==> config.mk <==
export PLATFORM = sky130hd
export DESIGN_NAME = switch_alloc
export DESIGN_NICKNAME = d
export VERILOG_FILES = /design/src/rtl/switch_alloc_pkg.sv /design/src/rtl/switch_alloc_out_arb.sv /design/src/rtl/switch_alloc.sv
export SDC_FILE = /design/constraint.sdc
export NUM_CORES = 1
export LEC_CHECK = 0
export BUFFER_PORTS_ARGS = -buffer_cell sky130_fd_sc_hd__buf_2
export CORE_ASPECT_RATIO = 0.9
export CORE_MARGIN = 2
export CORE_UTILIZATION = 45
export CTS_CLUSTER_SIZE = 24
export DETAILED_ROUTE_END_ITERATION = 16
export SETUP_SLACK_MARGIN = 0.2
export SLEW_MARGIN = 30
export SYNTH_ARGS = -nofsm -noshare
export SYNTH_HDL_FRONTEND = slang
export SYNTH_HIERARCHICAL = 1
export SYNTH_SLANG_ARGS = --single-unit
==> constraint.sdc <==
create_clock -name clk -period 6.7 [get_ports clk]
set_input_delay 1.005 -clock clk [delete_from_list [all_inputs] [get_ports clk]]
set_output_delay 1.005 -clock clk [all_outputs]
set_load 0.05 [all_outputs]
==> src/rtl/switch_alloc_pkg.sv <==
// Shared constants and types for the mesh-router switch allocator.
// Input port indices, default destination width and the per-output lock state.
package switch_alloc_pkg;

    localparam int PORT_X     = 2;
    localparam int PORT_Y     = 1;
    localparam int PORT_LOCAL = 0;

    localparam int DEF_DST_W = 2;

    typedef enum logic {
        ST_IDLE   = 1'b0,
        ST_LOCKED = 1'b1
    } out_state_e;

endpackage

==> src/rtl/switch_alloc_out_arb.sv <==
// Per-output arbiter: round-robin pick among inputs addressing this output,
// packet lock to the head winner, and owner dst-violation detect.
module switch_alloc_out_arb
    import switch_alloc_pkg::*;
#(
    parameter int N_IN    = 3,
    parameter int DW      = DEF_DST_W,
    parameter int OUT_IDX = 0
) (
    input  logic               clk,
    input  logic               rst_n,
    input  logic [N_IN-1:0]    req_valid,
    input  logic [N_IN*DW-1:0] req_dst,
    input  logic [N_IN-1:0]    req_tail,
    input  logic               ready,
    output logic [N_IN-1:0]    grant,
    output logic               valid,
    output logic [1:0]         sel,
    output logic               locked,
    output logic               viol
);

    localparam logic [DW-1:0] MY_DST = DW'(OUT_IDX);

    out_state_e state_q, state_d;
    logic [1:0] owner_q, owner_d;
    logic [1:0] ptr_q, ptr_d;

    logic [N_IN-1:0] hit;
    logic            found;
    logic [1:0]      win;
    logic            win_tail;
    logic            own_valid;
    logic            own_hit;
    logic            own_tail;

    always_comb begin
        for (int i = 0; i < N_IN; i++) begin
            hit[i] = req_valid[i] && (req_dst[i*DW +: DW] == MY_DST);
        end
    end

    // Candidate order starts just after the last winner and wraps back to it.
    always_comb begin
        found    = 1'b0;
        win      = '0;
        win_tail = 1'b0;
        for (int k = 1; k <= N_IN; k++) begin
            for (int i = 0; i < N_IN; i++) begin
                if (!found && hit[i] && ((int'(ptr_q) + k) % N_IN == i)) begin
                    found    = 1'b1;
                    win      = i[1:0];
                    win_tail = req_tail[i];
                end
            end
        end
    end

    always_comb begin
        own_valid = 1'b0;
        own_hit   = 1'b0;
        own_tail  = 1'b0;
        for (int i = 0; i < N_IN; i++) begin
            if (owner_q == i[1:0]) begin
                own_valid = req_valid[i];
                own_hit   = hit[i];
                own_tail  = req_tail[i];
            end
        end
    end

    always_comb begin
        grant   = '0;
        valid   = 1'b0;
        sel     = '0;
        viol    = 1'b0;
        state_d = state_q;
        owner_d = owner_q;
        ptr_d   = ptr_q;
        case (state_q)
            ST_IDLE: begin
                if (ready && found) begin
                    for (int i = 0; i < N_IN; i++) begin
                        grant[i] = (win == i[1:0]);
                    end
                    valid = 1'b1;
                    sel   = win;
                    ptr_d = win;
                    if (!win_tail) begin
                        state_d = ST_LOCKED;
                        owner_d = win;
                    end
                end
            end
            ST_LOCKED: begin
                sel  = owner_q;
                viol = own_valid && !own_hit;
                if (own_hit && ready) begin
                    for (int i = 0; i < N_IN; i++) begin
                        grant[i] = (owner_q == i[1:0]);
                    end
                    valid = 1'b1;
                    if (own_tail) begin
                        state_d = ST_IDLE;
                    end
                end
            end
            default: begin
                state_d = ST_IDLE;
            end
        endcase
    end

    always_ff @(posedge clk or negedge rst_n) begin
        if (!rst_n) begin
            state_q <= ST_IDLE;
            owner_q <= 2'd0;
            ptr_q   <= 2'd1;
        end else begin
            state_q <= state_d;
            owner_q <= owner_d;
            ptr_q   <= ptr_d;
        end
    end

    assign locked = (state_q == ST_LOCKED);

endmodule

==> src/rtl/switch_alloc.sv <==
// Switch allocator for one mesh router node: one packet-aware round-robin
// arbiter per output, grants merged per input, sticky protocol error flag.
module switch_alloc
    import switch_alloc_pkg::*;
#(
    parameter int N_IN  = 3,
    parameter int N_OUT = 4,
    parameter int DST_W = DEF_DST_W
) (
    input  logic                  clk,
    input  logic                  rst_n,
    input  logic [N_IN-1:0]       req_valid,
    input  logic [N_IN*DST_W-1:0] req_dst,
    input  logic [N_IN-1:0]       req_tail,
    input  logic [N_OUT-1:0]      out_ready,
    output logic [N_IN-1:0]       grant,
    output logic [N_OUT-1:0]      out_valid,
    output logic [N_OUT*2-1:0]    out_sel,
    output logic [N_OUT-1:0]      locked,
    output logic                  err
);

    logic [N_IN-1:0]  grant_vec [N_OUT];
    logic [N_OUT-1:0] viol;
    logic             err_q;

    for (genvar o = 0; o < N_OUT; o++) begin : g_out
        switch_alloc_out_arb #(
            .N_IN    (N_IN),
            .DW      (DST_W),
            .OUT_IDX (o)
        ) u_arb (
            .clk       (clk),
            .rst_n     (rst_n),
            .req_valid (req_valid),
            .req_dst   (req_dst),
            .req_tail  (req_tail),
            .ready     (out_ready[o]),
            .grant     (grant_vec[o]),
            .valid     (out_valid[o]),
            .sel       (out_sel[o*2 +: 2]),
            .locked    (locked[o]),
            .viol      (viol[o])
        );
    end

    // Each input addresses one output, so the per-output grants never overlap.
    always_comb begin
        grant = '0;
        for (int o = 0; o < N_OUT; o++) begin
            grant = grant | grant_vec[o];
        end
    end

    always_ff @(posedge clk or negedge rst_n) begin
        if (!rst_n) begin
            err_q <= 1'b0;
        end else begin
            err_q <= err_q | (|viol);
        end
    end

    assign err = err_q;

endmodule

# == Word level (Yosys, flattened, before mapping) ==
# Index checks and enable logic that the tools add are counted.
# classes
reduce_logical,160
shifts,0
n_bitwise,12
order_cmp,0
div_mod_pow,12
add_sub_neg,12
n_eq_ne,49
mux,196
multipliers,0
# op_table
op,n
"32-bit by 2-bit == test with 1-bit output, second input constant",12
"32-bit by 3-bit == test with 1-bit output, second input constant",12
32-bit logical NOT,12
"32-bit by 3-bit modulo with 32-bit output, second input constant",12
1-bit 2-to-1 mux,140
1-bit logical AND,92
2-bit 2-to-1 mux,32
1-bit logical NOT,36
"2-bit == test, second input constant",14
"2-bit by 2-bit adder with 3-bit output, second input constant",8
3-bit 2-to-1 mux,8
3-bit one-hot mux with 2 select lines,4
"2-bit by 1-bit == test with 1-bit output, second input constant",11
2-bit logical NOT,11
1-bit one-hot mux with 2 select lines,8
2-bit one-hot mux with 2 select lines,4
"2-bit by 1-bit adder with 3-bit output, second input constant",4
3-bit AND reduction,4
3-bit OR,3
1-bit NOT,8
2-bit AND reduction,4
4-bit OR reduction,1
1-bit OR,1
# totals
romBits,0
ram_bits,0
inputBits,18
latch_bits,0
wordCells,454
register_bits,21
mem_count,0

# == Depth between registers and ports, before layout ==
# Gate-level depths: netlist of the first run.
# depth
ltp_word,43
mapped_depth,10
mapped_depth_nobuf,9

# == Modules after synthesis ==
# The synthesis of the first run kept the hierarchy.
# by_module_without_submodules
module,instances,seq_area_each_um2,cells_each,area_per_inst_um2
switch_alloc_out_arb (g_out[1].u_arb ...),2,126.4,94,743.2
switch_alloc_out_arb (g_out[0].u_arb),1,126.4,95,747.0
switch_alloc_out_arb (g_out[3].u_arb),1,126.4,98,696.9
switch_alloc,1,25.0,7,60.1

# == Least setup slack after synthesis of the first run ==
# OpenSTA, ideal clock, no wires.
# synth_path
path_type,input-to-output
startpoint,in req_valid[0]
endpoint,out grant[2]
setup_slack_ps,3029
required_time_ps,5695
arrival_time_ps,2666
n_path_buf,1
cell_stages,8
path_cell_list,and3b_1 -> clkbuf_2 -> mux2i_1 -> o22ai_1 -> nand3_1 -> nor2_1 -> a21o_1 -> or4_1
# synth_rtl
element,line,rtl
start: declaration,switch_alloc.sv:12,"input logic [N_IN-1:0] req_valid,"
end: declaration,switch_alloc.sv:16,"output logic [N_IN-1:0] grant,"

==> flow_metrics.py, run 1 <==
metrics = {
    "worst_setup_path": {
        "cp_num_buf_inv": 2,
        "path_delay_family": "simple AND/OR/NAND/NOR gates",
        "cp_common_cell": "buf_2",
        "crit_type": "in2out",
        "crit_path_cell_trace": "buf_2, or3b_1, o211ai_1, a21oi_1, and2_1, o21bai_1, or4_1, buf_2",
        "startpoint_type": "primary input",
        "crit_path_max_fanout": 17,
        "cp-end-kind": "output port",
        "cp.required_ps": 5690,
        "crit_slowest_cell": "or4_1",
        "cpPeakStageDelay_ps": 550,
        "cp.arrival_ps": 3150,
    },
    "power_and_ir_drop": {
        "powerDensity_mw_per_mm2": 368,
        "peakVddDrop_v": 0.000138,
        "leakage_nw": 1.40,
    },
    "floorplanning": {
        "core_mm2": 0.00652,
        "pin_count": 38,
        "die_x_um": 89.9,
        "start_util": 0.459,
        "rows": 28,
        "dieArea_mm2": 0.00731,
        "die_y_um": 81.3,
    },
    "layout": {
        "insertedDiodeCount": 0,
        "seqCellArea_um2": 531,
        "stdcell_count": 496,
        "fillers": 679,
        "final_net_count": 433,
        "final_cell_mix": "nand2_1 (52), buf_2 (37), nor2_1 (23)",
        "synthToLayoutAreaGrowth_pct": 7.03,
        "final_common_cell": "nand2_1",
        "drive_gt1_frac": 0.187,
        "multi_input_area_mm2": 0.00228,
    },
    "drt": {
        "drtIter0Drc": 235,
        "wl_per_cell_um": 17.6,
        "first_pass_iters": 6,
        "ant_nets": 0,
        "num_vias": 3144,
        "wl_um": 8740,
        "vias_per_cell": 6.34,
        "drc_errors": 0,
    },
    "clock_tree": {
        "clock_path_buffers": 2,
        "ctsHoldBuffers": 0,
        "cts_tree": "yes",
        "path_clk_slew_ps": 90,
        "h-tree-depth": 1,
        "cts_setup_buffers": 0,
        "numCtsBuffers": 3,
        "root_buffer": "clkbuf_8",
        "clk_latency_ps": 270,
        "cts_resized": 0,
        "numClockSinks": 21,
    },
    "logic_synthesis": {
        "yosysWarnings": 6,
        "synth_top_area_cell": "dfrtp_1",
        "syn_area_per_cell_um2": 7.71,
        "synth_edf_count": 0,
        "syn-num-nets": 414,
        "netlist_area_mm2": 0.00299,
        "synthFlopType": "dfrtp_1",
        "synth_top_area_frac": 0.142,
        "async_flop_share": 1.00,
        "ys_seq_elements": 21,
        "synth_area_leaders": "dfrtp_1 (14%), nand2_1 (6.5%), nand4_1 (4.2%), mux2i_1 (4.0%), nand3_1 (3.7%)",
        "netlist_instances": 388,
        "yosysUniqueCellTypes": 60,
        "synth-seq-area-share": 0.177,
    },
    "placement": {
        "hpwl_um": 6400,
        "dp.cells": 492,
        "portBuffers": 37,
        "gp_congestion": 0.880,
    },
    "timing": {
        "fin_setup_tns_ps": 0,
        "finalSetupViolations": 0,
        "rsz0062_at_grt": "false",
        "fin_worst_skew_ps": 4.29,
        "post-route-min-period_ps": 4150,
        "timing.fmax_mhz": 241,
        "relSlewSlack": 0.658,
        "fin_crit_sh": 0.620,
        "tightest_slew_ps": 509,
        "hold_violations": 0,
        "finalMaxSlewViolations": 0,
    },
    "run": {
        "maxCapViolCount": 0,
    },
    "global_routing": {
        "grt_pass1_wl_um": 14700,
        "grt_overflow": 0,
        "grt_start_max_net_pins": 22,
        "grt_pass1_vias": 2904,
        "antenna_found_initial": 0,
        "grt_use_total": 0.242,
    },
    "min_path": {
        "hold_class": "reg2reg",
    },
    "run_status": {
        "outcome": "complete, no violations",
    },
}
==> report_power, final <==
part	total [mW]	internal (mW)	switching, mW
sequential	0.274	0.186	0.0874
combinational	0.814	0.302	0.512
clock	0.0907	0.0425	0.0482
==> worst reg2reg max path, cell delays in order, from the launching register on <==
cell	delay, ps
dfstp_2	560
inv_1	40
ha_1	410
or3b_1	450
nor4_4	180
a21o_2	220
nor3_2	70
o31ai_2	350
o2bb2ai_1	160
==> metal layers <==
metal | part of all wire | global-route usage
met1 | 0.50 | 0.349
met2 | 0.44 | 0.395
met3 | 0.051 | 0.0213
met4 | 0.0090 | 0.0600
met5 | 0 | 0
==> through the flow <==
step / hold WS [ps] / util / area, um^2 / power (mW) / setup slack, ps
CTS: 469 / 0.491 / 3200 / 1.17 / 2590
global route: 499 / 0.491 / 3200 / 1.28 / 2400
floorplan: 503 / - / 2990 / 0.950 / 3030
finish: 466 / 0.491 / 3200 / 1.18 / 2550
global placement: 439 / 0.484 / 3160 / 1.08 / 2560
detailed placement: 448 / 0.484 / 3160 / 1.08 / 2580
==> synth_stat cells (5+ instances only) <==
library cell / count
nand2_1: 52
nor2_1: 23
nand3_1: 22
nand4_1: 20
dfrtp_1: 17
o21ai_0: 17
nor3_1: 15
inv_1: 13
mux2i_1: 12
a21o_1: 11
clkbuf_1: 10
and3b_1: 8
ha_1: 8
nor4_1: 8
a21oi_1: 7
and2_1: 7
buf_2: 6
nand4b_1: 6
nor2b_1: 6
o2bb2ai_1: 6
or3b_1: 6
nor3b_1: 5
o211ai_1: 5
o31ai_1: 5
==> flip-flops by register name, indices dropped and copies added, names as in the netlist <==
signal / count
g_out.u_arb/owner_q: 8
g_out.u_arb/ptr_q: 8
g_out.u_arb/locked: 4
err: 1
==> area by class of cell <==
type,instances,share of cell area
multi-input cells,331,0.712
flip-flops and latches,21,0.166
repair buffers,37,0.0579
well taps,90,0.0352
inverters,13,0.0152
clock buffers,4,0.0141
==> final timing paths <==
path                                          from                        end  slack [ps]  cells past startpoint
min in group asynchronous                    rst_n  g_out[2].u_arb/owner_q[1]         700                      1
min                                            err                        err         470                      2
max reg2reg                g_out[0].u_arb/ptr_q[0]  g_out[0].u_arb/owner_q[1]        4190                      8
max                                   req_valid[0]                   grant[1]        2550                      8
max in group asynchronous                    rst_n    g_out[0].u_arb/ptr_q[0]        5630                      1
min reg2reg                                    err                        err         470                      2
==> cell families after synthesis <==
| logic type | synth area share |
|---|---|
| AND/OR/NAND/NOR | 0.462 |
| AO/OA/AOI/OAI | 0.215 |
| buffers and inverters | 0.0607 |
| flip-flops | 0.177 |
| multiplexers | 0.0515 |
| adder cells (fa/ha/maj) | 0.0335 |
Power figures use the tool's default switching activity.
==> run 2: changes to the inputs <==
--- a/config.mk
+++ b/config.mk
@@ -11,6 +11,7 @@
 export CORE_UTILIZATION = 45
 export CTS_CLUSTER_SIZE = 24
 export DETAILED_ROUTE_END_ITERATION = 16
+export PLACE_DENSITY = 0.67
 export SETUP_SLACK_MARGIN = 0.2
 export SLEW_MARGIN = 30
 export SYNTH_ARGS = -nofsm -noshare
==> constraint.sdc (replaced) <==
create_clock -name clk -period 3.8 [get_ports clk]
set_input_delay 0.57 -clock clk [delete_from_list [all_inputs] [get_ports clk]]
set_output_delay 0.57 -clock clk [all_outputs]
set_load 0.05 [all_outputs]
==> run 2 against run 1 <==
Net effect:
- via count grew 2.3%
- critical path depth is the same
- wire length is essentially flat
- register-to-register slack lost 2800 ps
- clock power grew 75%
- hold slack lost 200 ps
- count of clock-buffer cells in the layout shrank 1
- utilization grew 0.35 points
- power grew 78%
- critical endpoint unchanged
- highest routed layer unchanged
==> flow_metrics.py, run 2 (synthesis gave the netlist of run 1 again) <==
metrics = {
    "power_and_ir_drop": {
        "leakage_nw": 1.40,
        "powerDensity_mw_per_mm2": 650,
        "peakVddDrop_v": 0.000441,
    },
    "worst_setup_path": {
        "crit_path_max_fanout": 10,
        "crit_type": "reg2out",
        "cp.required_ps": 3230,
        "cp-end-kind": "output port",
        "r2r_end": "g_out[2].u_arb/owner_q[0]",
        "ff2ff_path_depth": 7,
        "r2r-start": "g_out[2].u_arb/ptr_q[0]",
        "startpoint_type": "register",
        "cp.arrival_ps": 2980,
        "reg2reg_slack_ps": 1390,
    },
    "drt": {
        "met3_length_um": 443,
        "top_layer_used": "met4",
        "wl_met2_um": 4110,
        "wl_met1_um": 4050,
        "drtIter0Drc": 234,
        "num_vias": 3217,
        "ant_nets": 0,
        "wl_um": 8730,
        "wl_per_cell_um": 17.6,
        "drc_errors": 0,
        "vias_per_cell": 6.47,
        "first_pass_iters": 5,
    },
    "floorplanning": {
        "die_x_um": 89.9,
        "core_mm2": 0.00652,
        "rows": 28,
        "pin_count": 38,
        "dieArea_mm2": 0.00731,
        "die_y_um": 81.3,
        "start_util": 0.459,
    },
    "clock_tree": {
        "root_buffer": "clkbuf_8",
        "numClockSinks": 21,
        "clk_latency_ps": 270,
        "clock_path_buffers": 2,
        "numCtsBuffers": 3,
        "path_clk_slew_ps": 80,
        "cts_tree": "yes",
        "h-tree-depth": 1,
        "ctsHoldBuffers": 0,
    },
    "timing": {
        "fin_worst_skew_ps": 4.82,
        "finalMaxSlewViolations": 0,
        "rsz0062_at_grt": "false",
        "relSlewSlack": 0.654,
        "hold_violations": 0,
        "finalSetupViolations": 0,
        "holdWs_ps": 263,
        "fin_setup_tns_ps": 0,
        "tightest_slew_ps": 519,
        "layout_setup_ws_ps": 255,
        "post-route-min-period_ps": 3550,
        "fin_crit_sh": 0.933,
        "timing.fmax_mhz": 282,
    },
    "min_path": {
        "hold_class": "in2async",
    },
    "layout": {
        "final_common_cell": "nand2_1",
        "insertedDiodeCount": 0,
        "drive_gt1_frac": 0.201,
        "fillers": 684,
        "synthToLayoutAreaGrowth_pct": 7.78,
        "final_cell_mix": "nand2_1 (52), buf_2 (37), nor2_1 (23)",
        "multi_input_area_mm2": 0.00229,
        "final_net_count": 434,
        "seqCellArea_um2": 531,
    },
    "placement": {
        "place_ws_ps": 510,
        "gp_congestion": 0.875,
        "portBuffers": 37,
        "hpwl_um": 6310,
    },
    "global_routing": {
        "grt_pass1_wl_um": 14200,
        "grt_use_total": 0.236,
        "grt_start_max_net_pins": 22,
        "grt_overflow": 0,
        "grt_pass1_vias": 2903,
        "antenna_found_initial": 0,
    },
    "run": {
        "maxCapViolCount": 0,
    },
    "run_status": {
        "outcome": "complete, no violations",
    },
}
[run 2: final cells by class]
type,instances,area share
inverter,13,0.0151
timing repair buffer,38,0.0598
sequential,21,0.165
multi-input combinational,331,0.711
clock buffer,3,0.0128
tap,90,0.0349
clock inverter,1,0.00155
[run 2: critical path, cell delays in order (launching register included)]
cell	delay, ps
dfstp_2	560
inv_1	40
ha_1	400
or2_4	320
o221a_2	280
and2_1	210
o21bai_1	200
or4_1	450
buf_2	240
[run 2: power by group]
| part | total (mW) | switching (mW) | internal, mW |
|---|---|---|---|
| sequential | 0.479 | 0.150 | 0.329 |
| combinational | 1.46 | 0.905 | 0.550 |
| clock | 0.159 | 0.0857 | 0.0734 |
[run 2: worst max path at each step]
| stage | from | endpoint |
|---|---|---|
| 6_report | g_out[2].u_arb/ptr_q[0] | grant[1] |
| 5_1_grt | g_out[1].u_arb/ptr_q[0] | grant[1] |
| 4_1_cts | g_out[2].u_arb/ptr_q[0] | grant[2] |
| 3_5_place_dp | g_out[1].u_arb/ptr_q[0] | grant[1] |
| 3_3_place_gp | g_out[1].u_arb/ptr_q[0] | grant[1] |
| 2_1_floorplan | g_out[1].u_arb/ptr_q[0] | grant[1] |
[run 2: timing repair]
action,4_1_cts,5_1_grt
setup buffers,0,0
setup endpoints to repair,1,3
resized for setup,1,3
[run 2: metal layers]
| metal | GRT usage | up-vias |
|---|---|---|
| met5 | 0 | - |
| met4 | 0.0554 | 0 |
| met3 | 0.0371 | 14 |
| met2 | 0.408 | 107 |
| met1 | 0.315 | 1567 |
| li1 | - | 1529 |
[run 2: stage by stage]
step                      cell area [um^2]  utilization  instances  power [mW]
after detailed placement              3160        0.485        493        1.89
final                                 3220        0.495        497        2.09
after global routing                  3220        0.495        497        2.25
after floorplan                       2990            -        388        1.67
after global placement                3160        0.485        493        1.87
after CTS                             3210        0.493        497        2.07
